--- config.mk ---
export PLATFORM = sky130hd
export DESIGN_NAME = spi_cfg_frontend
export DESIGN_NICKNAME = d
export VERILOG_FILES = /design/src/rtl/spi_cfg_pkg.sv /design/src/rtl/spi_byte_if.sv /design/src/rtl/spi_cfg_frontend.sv
export SDC_FILE = /design/constraint.sdc
export NUM_CORES = 1
export LEC_CHECK = 0
export ABC_AREA = 1
export BUFFER_PORTS_ARGS = -buffer_cell sky130_fd_sc_hd__buf_2
export CORE_ASPECT_RATIO = 1.2
export CORE_MARGIN = 2
export CORE_UTILIZATION = 56
export DETAILED_ROUTE_END_ITERATION = 8
export PLACE_DENSITY = 0.74
export REMOVE_ABC_BUFFERS = 1
export SLEW_MARGIN = 5
export SYNTH_ARGS = -nofsm -noshare
export SYNTH_HDL_FRONTEND = slang
export SYNTH_SLANG_ARGS = --single-unit
--- constraint.sdc ---
create_clock -name clk_i -period 2.6 [get_ports clk_i]
set_input_delay 0.13 -clock clk_i [delete_from_list [all_inputs] [get_ports clk_i]]
set_output_delay 0.13 -clock clk_i [all_outputs]
set_load 0.02 [all_outputs]
--- src/rtl/spi_cfg_pkg.sv ---
// Shared constants and types for the SPI configuration front end.
package spi_cfg_pkg;
    localparam int NUM_REGS = 8;
    localparam int ADDR_W   = 3;

    localparam logic [7:0] CMD_CONF_WR = 8'h2A;
    localparam logic [7:0] CMD_INFO_RD = 8'h3A;

    typedef enum logic [1:0] {
        ST_IDLE,
        ST_CONF_WR,
        ST_INFO_RD
    } state_t;
endpackage

--- src/rtl/spi_byte_if.sv ---
// SPI mode 0 slave byte engine: input synchronizers, SCLK edge detect,
// RX/TX shift registers and the bit counter shared by both directions.
module spi_byte_if
    import spi_cfg_pkg::*;
(
    input  logic       clk,
    input  logic       rst,
    input  logic       sclk,
    input  logic       mosi,
    input  logic       cs_n,
    input  logic       dc,
    input  logic [7:0] tx_data,
    output logic       byte_vld,
    output logic [7:0] byte_data,
    output logic       byte_dc,
    output logic       cs_active,
    output logic       miso
);
    logic [1:0] sclk_sync, mosi_sync, cs_sync, dc_sync;
    logic       sclk_q, cs_q;
    logic [2:0] bit_cnt;
    logic [7:0] rx_sh, tx_sh;
    logic       sclk_s, mosi_s, cs_s, dc_s;
    logic       rise, fall, cs_fall;

    assign sclk_s  = sclk_sync[1];
    assign mosi_s  = mosi_sync[1];
    assign cs_s    = cs_sync[1];
    assign dc_s    = dc_sync[1];
    assign rise    = sclk_s & ~sclk_q;
    assign fall    = ~sclk_s & sclk_q;
    assign cs_fall = ~cs_s & cs_q;

    assign cs_active = ~cs_s;
    assign miso      = tx_sh[7];

    always_ff @(posedge clk) begin
        if (rst) begin
            sclk_sync <= 2'b00;
            mosi_sync <= 2'b00;
            cs_sync   <= 2'b11;   // chip deselected out of reset
            dc_sync   <= 2'b00;
            sclk_q    <= 1'b0;
            cs_q      <= 1'b1;
            bit_cnt   <= 3'd0;
            rx_sh     <= 8'h00;
            tx_sh     <= 8'h00;
            byte_vld  <= 1'b0;
            byte_data <= 8'h00;
            byte_dc   <= 1'b0;
        end else begin
            sclk_sync <= {sclk_sync[0], sclk};
            mosi_sync <= {mosi_sync[0], mosi};
            cs_sync   <= {cs_sync[0], cs_n};
            dc_sync   <= {dc_sync[0], dc};
            sclk_q    <= sclk_s;
            cs_q      <= cs_s;
            byte_vld  <= 1'b0;
            if (cs_s) begin
                bit_cnt <= 3'd0;
                tx_sh   <= 8'h00;
            end else begin
                if (rise) begin
                    rx_sh   <= {rx_sh[6:0], mosi_s};
                    bit_cnt <= bit_cnt + 3'd1;
                    if (bit_cnt == 3'd7) begin
                        byte_vld  <= 1'b1;
                        byte_data <= {rx_sh[6:0], mosi_s};
                        byte_dc   <= dc_s;
                    end
                end
                // A fall at a byte boundary presents the next byte's MSB.
                if (cs_fall || (fall && bit_cnt == 3'd0))
                    tx_sh <= tx_data;
                else if (fall)
                    tx_sh <= {tx_sh[6:0], 1'b0};
            end
        end
    end
endmodule

--- src/rtl/spi_cfg_frontend.sv ---
// SPI configuration front end: command FSM and 8x8 register file on top of
// the byte engine; registers are exported as a flat bus.
module spi_cfg_frontend
    import spi_cfg_pkg::*;
(
    input  logic        clk_i,
    input  logic        rst_i,
    input  logic        dc_i,
    input  logic        spi_sclk_i,
    input  logic        spi_mosi_i,
    input  logic        spi_cs_n_i,
    output logic        spi_miso_o,
    output logic [63:0] reg_data_o
);
    logic              byte_vld, byte_dc, cs_active, wr_en;
    logic [7:0]        byte_data, rd_data;
    logic [ADDR_W-1:0] addr, addr_nx;
    state_t            state, state_nx;
    logic [7:0]        regs [NUM_REGS];

    assign rd_data = regs[addr];

    spi_byte_if u_byte_if (
        .clk       (clk_i),
        .rst       (rst_i),
        .sclk      (spi_sclk_i),
        .mosi      (spi_mosi_i),
        .cs_n      (spi_cs_n_i),
        .dc        (dc_i),
        .tx_data   (rd_data),
        .byte_vld  (byte_vld),
        .byte_data (byte_data),
        .byte_dc   (byte_dc),
        .cs_active (cs_active),
        .miso      (spi_miso_o)
    );

    always_comb begin
        state_nx = state;
        addr_nx  = addr;
        wr_en    = 1'b0;
        // Deselect wins over a byte completing in the same cycle.
        if (!cs_active) begin
            state_nx = ST_IDLE;
            addr_nx  = '0;
        end else if (byte_vld) begin
            if (!byte_dc) begin
                case (byte_data)
                    CMD_CONF_WR: begin state_nx = ST_CONF_WR; addr_nx = '0; end
                    CMD_INFO_RD: begin state_nx = ST_INFO_RD; addr_nx = '0; end
                    default:     state_nx = ST_IDLE;
                endcase
            end else begin
                case (state)
                    ST_CONF_WR: begin wr_en = 1'b1; addr_nx = addr + 1'b1; end
                    ST_INFO_RD: addr_nx = addr + 1'b1;
                    default:    ;
                endcase
            end
        end
    end

    always_ff @(posedge clk_i) begin
        if (rst_i) begin
            state      <= ST_IDLE;
            addr       <= '0;
            reg_data_o <= 64'h0;
            for (int k = 0; k < NUM_REGS; k++) regs[k] <= 8'h00;
        end else begin
            state <= state_nx;
            addr  <= addr_nx;
            if (wr_en) regs[addr] <= byte_data;
            for (int k = 0; k < NUM_REGS; k++) reg_data_o[8*k +: 8] <= regs[k];
        end
    end
endmodule

==> flow_metrics.tcl, run 1 <==
set metrics [dict create \
    outcome "complete, no violations" \
    crit_path_top_delay_cell "dfxtp_1" \
    clkSlewWorstSetupHoldPaths_ns 0.06 \
    drv_slew 0 \
    root_buffer "clkbuf_16" \
    rsz0062_at_grt "no" \
    maxCapViolCount 0 \
    grt_pass1_vias 4396 \
    start_util_pct 56.70 \
    setup_ws_ns 0.7236 \
    ctsResizeCount 0 \
    first_iter_violations 296 \
    ys_ff_latch 174 \
    grt_max_degree 82 \
    grt_overflow_total 0 \
    path_max_fanout 13 \
    start_kind "flop" \
    remaining_drc_errors 0 \
    dieArea_um2 12430 \
    port_buffers 70 \
    synth_top_area_share_pct 34.05 \
    routed_wirelength_um 13170 \
    diodes 0 \
    min_path_type "primary input to flop" \
    setup.worst_path.start "u_byte_if.cs_sync[1]$_SDFF_PP1_" \
    dr_total_vias 4672 \
    vias_per_cell 5.106 \
    skew_ns 0.007410 \
    die_w_um 102.1 \
    endpoint_kind "flop" \
    drive_above_1_share_pct 16.36 \
    mostFrequentLayoutCells "nor2_1, dfxtp_1, inv_1, buf_2, edfxtp_1" \
    multi_input_area_um2 1853 \
    syn_inst 670 \
    wl_per_cell_um 14.39 \
    setup-tns-final_ns 0 \
    final_common_cell "nor2_1" \
    cts_num_sinks 174 \
    grt_pass1_wl_um 21130 \
    synth_top_area_cell "dfxtp_1" \
    detail-route-antenna-nets 0 \
    postCtsSetupRepairBufs 0 \
    clock.fmax_mhz 532.9 \
    clock_path_buffers 2 \
    fillCellCount 928 \
    die_h_um 121.7 \
    p_leak_nw 3.276 \
    tightestPinTransition_ns 0.7400 \
    antenna_found_initial 0 \
    p_per_area_nw_per_um2 739.6 \
    period_minus_slack_ns 1.876 \
    cts_tree "yes" \
    r2r-start "u_byte_if.cs_sync[1]$_SDFF_PP1_" \
    hpwl_um 9235 \
    h-tree-depth 4 \
    globalRouteTotalUtil_pct 22.95 \
    syn2layout_area_growth_pct 16.48 \
    seq_area_frac_synth_pct 63.76 \
    dpl_worst_slack_ns 0.7558 \
    seqCellArea_um2 4124 \
    synthesis.area_um2 6467 \
    finalPower_mw 5.572 \
    gp_congestion 0.9381 \
    avgSynthCellArea_um2 9.653 \
    hold_viol_final 0 \
    holdCritStartpoint "rst_i" \
    worstPathRequired_ns 2.68 \
    max_slew_margin_pct 50.67 \
    slowest_delay_ns 0.37 \
    rows 43 \
    fin_nets 756 \
    first_pass_iters 6 \
    core_um2 11410 \
    numCtsBuffers 17 \
    ioPinCount 71 \
    synthTopCellsByArea "dfxtp_1, edfxtp_1, nor2_1" \
    setup_viol 0 \
    cts_hold_buf 4 \
    ir_worst_vdd_uv 414.4 \
    crit_chain "nor2_4 > nand4_4 > nor2_8 > nand2_4 > nand2_1" \
    clk_latency_ns 0.42 \
    cp.arrival_ns 1.96 \
    ys_types 34 \
    yosysWarningCount 0 \
    critPathKind "flop to flop" \
    period_share_pct 72.17 \
]
==> layout make-up <==
type | count | share of cell area, %
Sequential cell | 174 | 54.74
Clock buffer | 22 | 6.594
Timing Repair Buffer | 78 | 5.580
Clock inverter | 10 | 0.7806
Multi-Input combinational cell | 372 | 24.60
Inverter | 102 | 5.099
Tap cell | 157 | 2.608
==> per-stage QoR <==
step	utilization, %	cell area [um2]	hold WS (ns)	instances
after floorplan	-	6361	0.1991	648
after global placement	60.83	6938	0.3153	879
after detailed placement	60.83	6938	0.3261	879
after CTS	66.05	7533	0.08316	915
after global routing	66.05	7533	0.1088	915
final	66.05	7533	0.08656	915
==> Yosys cell counts (all sizes together) <==
library cell,count
clkinv,9
dfxtp,110
a21boi,1
nand3b,3
nand2,72
o21ai,27
inv,93
o211ai,17
nand4,3
clkbuf,10
edfxtp,64
o31ai,8
buf,12
nand3,44
a31oi,2
ha,5
nor2,148
a21oi,39
xnor2,1
or2,2
==> path summary, 6_finish.rpt <==
check | endpoint | slack (ns) | depth (start not counted)
hold reg to reg | u_byte_if.mosi_sync[1]$_SDFF_PP0_ | 0.40 | 2
hold / removal | u_byte_if.tx_sh[5]$_SDFFE_PP0P_ | 0.09 | 4
setup / recovery | regs[2][5]$_SDFFCE_PN0P_ | 0.72 | 5
setup reg to reg | regs[2][5]$_SDFFCE_PN0P_ | 0.72 | 5
==> kinds of logic (layout without fill, tap and decap cells) <==
group / after synthesis / count (layout) / share of synthesized area (%)
AOI/OAI and AO/OA: 94 / 94 / 8.377
buffers and inverters: 124 / 212 / 7.583
DFF: 174 / 174 / 63.76
xor gates and xnor gates: 1 / 1 / 0.1354
and+or+nand+nor: 272 / 272 / 19.17
adders and majority gates: 5 / 5 / 0.9673
==> critical path: cells and delay by family (launching register included) <==
family	cells	cell delay, ns
AND/OR/NAND/NOR	5	1.17
flip-flops	1	0.37
==> registers in the layout, summed over array words and instances (netlist names), 3 cells and up, named ones only <==
name                 count
regs                    64
u_byte_if.bit_cnt        3
reg_data_o              64
addr                     3
u_byte_if.rx_sh          7
u_byte_if.byte_data      8
u_byte_if.tx_sh          8
==> layer usage <==
metal	share of wire (%)	vias to the layer above	track usage, %
met2	50	167	38.65
met3	5.7	40	6.426
met1	40	2153	27.08
met4	3.7	0	10.58
li1	-	2312	-
met5	0	-	0
==> where the power goes <==
group,switching (mW),internal (mW),total (mW)
combinational,0.196,0.0797,0.276
clock,0.983,1.35,2.33
sequential,0.0353,2.93,2.96
No activity file was read; power rests on OpenSTA's default activity.
==> run 2: changes to the inputs <==
==> constraint.sdc (replaced) <==
create_clock -name clk_i -period 1.9 [get_ports clk_i]
set_input_delay 0.095 -clock clk_i [delete_from_list [all_inputs] [get_ports clk_i]]
set_output_delay 0.095 -clock clk_i [all_outputs]
set_load 0.02 [all_outputs]
==> flow_metrics.tcl, run 2 (synthesis gave the netlist of run 1 again) <==
set metrics [dict create \
    outcome "complete, no violations" \
    final_common_cell "nor2_1" \
    endpoint_kind "flop" \
    critPathKind "flop to flop" \
    setup_viol 0 \
    root_buffer "clkbuf_16" \
    drive_above_1_share_pct 17.30 \
    mostFrequentLayoutCells "nor2_1, dfxtp_1, inv_1, buf_2, edfxtp_1" \
    r2r_cells 5 \
    period_share_pct 89.51 \
    remaining_drc_errors 0 \
    fin_util_pct 66.43 \
    clock_path_buffers 2 \
    grt_max_degree 58 \
    max_slew_margin_pct 59.96 \
    grt_pass1_wl_um 20840 \
    fin_area_um2 7577 \
    port_buffers 70 \
    vias_per_cell 5.086 \
    hold_depth 5 \
    detail-route-antenna-nets 0 \
    wl_per_cell_um 14.59 \
    syn2layout_area_growth_pct 17.16 \
    core_um2 11410 \
    dr_total_vias 4679 \
    antenna_found_initial 0 \
    path_max_fanout 9 \
    dieArea_um2 12430 \
    start_kind "flop" \
    dpl_cell_area_um2 6988 \
    routed_wirelength_um 13420 \
    clkSlewWorstSetupHoldPaths_ns 0.07 \
    ctsResizeCount 0 \
    min_path_type "primary input to flop" \
    start_util_pct 56.70 \
    ir_worst_vdd_uv 642.5 \
    period_minus_slack_ns 1.701 \
    cts_num_sinks 174 \
    finalPower_mw 7.643 \
    diodes 0 \
    p_per_area_nw_per_um2 1009 \
    drv_slew 0 \
    cp.arrival_ns 1.79 \
    globalRouteTotalUtil_pct 22.65 \
    rsz0062_at_grt "no" \
    h-tree-depth 4 \
    grt_overflow_total 0 \
    hpwl_um 9428 \
    cts_tree "yes" \
    die_w_um 102.1 \
    slowest_delay_ns 0.34 \
    tightestPinTransition_ns 0.5984 \
    clock.fmax_mhz 588.0 \
    ioPinCount 71 \
    top_regs "reg_data_o x64, regs x64" \
    maxCapViolCount 0 \
    whs_ns 0.1810 \
    clk_latency_ns 0.43 \
    rows 43 \
    gp_congestion 0.9673 \
    fillCellCount 907 \
    grt_pass1_vias 4419 \
    fin_nets 761 \
    crit_path_top_delay_cell "dfxtp_1" \
    worstPathRequired_ns 1.99 \
    numCtsBuffers 17 \
    skew_ns 0.007589 \
    die_h_um 121.7 \
    first_iter_violations 194 \
    crit_chain "ha_1 > nand4_4 > nor2_8 > nand2_4 > nand2_1" \
    hold_viol_final 0 \
    first_pass_iters 6 \
    p_leak_nw 3.287 \
]
run 2: cell types whose count changed in the layout (fill, tap and decap cells not counted):
cell,change
buf_12,+1
buf_4,+4
bufinv_16,+1
clkbuf_1,+1
clkbuf_16,-2
clkbuf_8,-1
clkinv_1,-4
clkinv_2,+1
clkinv_4,-1
clkinvlp_4,+3
inv_4,-1
inv_6,+3
run 2: worst max-delay path, delay by kind of cell (launching register included):
kind | cells | cell delay (ns)
simple gates | 4 | 0.82
flops | 1 | 0.34
fa+ha+maj | 1 | 0.20
run 2: path summary, 6_finish.rpt:
| check | startpoint | endpoint | slack (ns) |
|---|---|---|---|
| setup reg to reg | state[0]$_SDFFE_PP0P_ | regs[0][1]$_SDFFCE_PN0P_ | 0.20 |
| setup / recovery | state[0]$_SDFFE_PP0P_ | regs[0][1]$_SDFFCE_PN0P_ | 0.20 |
| hold reg to reg | u_byte_if.mosi_sync[0]$_SDFF_PP0_ | u_byte_if.mosi_sync[1]$_SDFF_PP0_ | 0.40 |
| hold / removal | rst_i | u_byte_if.tx_sh[1]$_SDFFE_PP0P_ | 0.18 |
run 2: power breakdown:
group / switching (mW) / total [mW] / internal, mW
sequential: 0.0477 / 4.05 / 4.01
combinational: 0.270 / 0.383 / 0.112
clock: 1.40 / 3.21 / 1.81
total: 1.71 / 7.64 / 5.93
run 2: repair_timing:
action / 4_1_cts / 5_1_grt
hold buffers: 4 / 0
setup buffers: 0 / 0
endpoints found under the hold margin: 4 / 0
run 2: layout make-up:
cell class	instances	area, um2	share of cell area [%]
Clock buffer	20	436.7	5.763
Clock inverter	12	112.6	1.486
Inverter	102	384.1	5.069
Multi-Input combinational cell	372	1853	24.46
Sequential cell	174	4124	54.43
Tap cell	157	196.4	2.592
Timing Repair Buffer	83	470.5	6.209
run 2: metrics by stage:
| step | worst slack [ns] | std cells | setup TNS (ns) |
|---|---|---|---|
| 2_1_floorplan | -0.07095 | 648 | -0.5550 |
| 3_3_place_gp | 0.2738 | 884 | 0 |
| 3_5_place_dp | 0.2295 | 884 | 0 |
| 4_1_cts | 0.1856 | 920 | 0 |
| 5_1_grt | 0.09247 | 920 | 0 |
| 6_report | 0.1993 | 920 | 0 |
run 2: per-layer routing:
| layer | share of wire, % | track usage, % | vias to the layer above |
|---|---|---|---|
| li1 | - | - | 2315 |
| met5 | 0 | 0 | - |
| met1 | 39 | 26.18 | 2165 |
| met4 | 4.9 | 14.42 | 0 |
| met2 | 50 | 37.38 | 145 |
| met3 | 5.4 | 5.450 | 54 |
==> run 3: changes to the inputs <==
--- a/config.mk
+++ b/config.mk
@@ -11,7 +11,7 @@
 export CORE_MARGIN = 2
 export CORE_UTILIZATION = 56
 export DETAILED_ROUTE_END_ITERATION = 8
-export PLACE_DENSITY = 0.74
+export PLACE_DENSITY = 0.77
 export REMOVE_ABC_BUFFERS = 1
 export SLEW_MARGIN = 5
 export SYNTH_ARGS = -nofsm -noshare
==> flow_metrics.tcl, run 3 (synthesis gave the netlist of run 1 again) <==
set metrics [dict create \
    finalPower_mw 7.817 \
    worstPathRequired_ns 1.99 \
    hpwl_um 9491 \
    fillCellCount 872 \
    hold_depth 3 \
    p_leak_nw 3.331 \
    ff2ff_setup_slack_ns 0.18 \
    cp.arrival_ns 1.81 \
    outcome "complete, no violations" \
    clock.fmax_mhz 582.7 \
    ioPinCount 71 \
    rsz0062_at_grt "no" \
    cts_num_sinks 174 \
    gp_congestion 0.9213 \
    cts_tree "yes" \
    globalRouteTotalUtil_pct 23.30 \
    min_path_type "primary input to flop" \
    r2r_cells 6 \
    drive_above_1_share_pct 17.59 \
    critPathKind "flop to flop" \
    wl_per_cell_um 14.91 \
    postCtsSetupRepairBufs 0 \
    max_slew_margin_pct 61.68 \
    ctsResizeCount 0 \
    routed_wirelength_um 13710 \
    skew_ns 0.008147 \
    start_util_pct 56.70 \
    diodes 0 \
    first_pass_iters 6 \
    die_w_um 102.1 \
    die_h_um 121.7 \
    setup_viol 0 \
    final_common_cell "nor2_1" \
    maxCapViolCount 0 \
    fin_nets 760 \
    start_kind "flop" \
    dieArea_um2 12430 \
    whs_endpoint "reg_data_o[51]$_SDFF_PP0_" \
    top_regs "reg_data_o x64, regs x64" \
    clk_latency_ns 0.43 \
    cts_hold_buf 4 \
    grt_pass1_wl_um 21380 \
    crit-reg2reg-capture "regs[4][6]$_SDFFCE_PN0P_" \
    path_max_fanout 9 \
    dr_total_vias 4793 \
    period_share_pct 90.32 \
    syn2layout_area_growth_pct 17.80 \
    core_um2 11410 \
    p_per_area_nw_per_um2 1026 \
    antenna_found_initial 0 \
    first_iter_violations 356 \
    endpoint_kind "flop" \
    numCtsBuffers 17 \
    hold_viol_final 0 \
    ir_worst_vdd_uv 568.0 \
    root_buffer "clkbuf_16" \
    mostFrequentLayoutCells "nor2_1, dfxtp_1, inv_1, buf_2, edfxtp_1" \
    grt_pass1_vias 4443 \
    vias_per_cell 5.215 \
    rows 43 \
    port_buffers 70 \
    detail-route-antenna-nets 0 \
    setup-tns-final_ns 0 \
    period_minus_slack_ns 1.716 \
    remaining_drc_errors 0 \
    drv_slew 0 \
    h-tree-depth 4 \
    grt_max_degree 65 \
    r2r-start "state[1]$_SDFFE_PP0P_" \
    holdCritStartpoint "rst_i" \
    clkSlewWorstSetupHoldPaths_ns 0.06 \
    grt_overflow_total 0 \
    clock_path_buffers 2 \
    tightestPinTransition_ns 0.5748 \
]
-- run 3: cell types whose count changed in the layout (fill, tap and decap cells not counted) --
| cell | before | now |
|---|---|---|
| clkinvlp_4 | 5 | 0 |
| clkbuf_8 | 0 | 4 |
| clkbuf_1 | 3 | 0 |
| inv_4 | 0 | 3 |
| clkbuf_16 | 17 | 19 |
| clkinv_4 | 1 | 3 |
| buf_4 | 8 | 7 |
| bufinv_16 | 1 | 0 |
| clkinv_2 | 3 | 2 |
| inv_6 | 3 | 2 |
-- run 3: through the flow --
step	area [um2]	setup WS, ns	hold slack [ns]	std cells	util (%)
after global routing	7619	0.08040	0.1710	919	66.79
final	7619	0.1839	0.1605	919	66.79
after detailed placement	6980	0.2052	0.2825	883	61.20
after global placement	6980	0.2785	0.2827	883	61.20
after CTS	7619	0.1931	0.1605	919	66.79
after floorplan	6361	-0.07095	0.1641	648	-
-- run 3: worst max-delay path by stage --
stage | end | slack [ns] | start
6_report | regs[4][6]$_SDFFCE_PN0P_ | 0.18 | state[1]$_SDFFE_PP0P_
5_1_grt | regs[1][6]$_SDFFCE_PN0P_ | 0.08 | state[1]$_SDFFE_PP0P_
4_1_cts | regs[1][2]$_SDFFCE_PN0P_ | 0.19 | state[1]$_SDFFE_PP0P_
3_5_place_dp | regs[0][4]$_SDFFCE_PN0P_ | 0.21 | state[1]$_SDFFE_PP0P_
3_3_place_gp | regs[0][6]$_SDFFCE_PN0P_ | 0.28 | state[1]$_SDFFE_PP0P_
2_1_floorplan | u_byte_if.tx_sh[0]$_SDFFE_PP0P_ | -0.07 | flop
-- run 3: worst max-delay path, cell delays in order, from the launching register on --
cell and delay [ns]:
dfxtp_1 0.32, inv_1 0.06, ha_1 0.18, nand4_4 0.19, nor2_8 0.23, nand2_4 0.11, nand2_1 0.29
-- run 3: metal layers --
layer  share of wire [%]  global-route usage, %  wire [um]
met1                  37                  26.51       5062
met2                  53                  41.90       7275
met3                 6.5                  5.393        897
met4                 3.4                  9.167        471
met5                   0                      0          0
-- run 3: final cells by class --
| class | count | area [um2] | area share [%] |
|---|---|---|---|
| Inverter | 102 | 384.1 | 5.042 |
| Multi-Input combinational cell | 372 | 1853 | 24.32 |
| Clock buffer | 23 | 530.5 | 6.963 |
| Clock inverter | 9 | 67.56 | 0.8868 |
| Timing Repair Buffer | 82 | 462.9 | 6.077 |
| Sequential cell | 174 | 4124 | 54.13 |
| Tap cell | 157 | 196.4 | 2.578 |
-- run 3: report_power, final --
group	internal, mW	total [mW]	leakage (nW)	switching, mW
Sequential	4.01	4.06	1.51	0.0509
Combinational	0.111	0.381	1.51	0.270
Clock	1.98	3.38	0.302	1.40
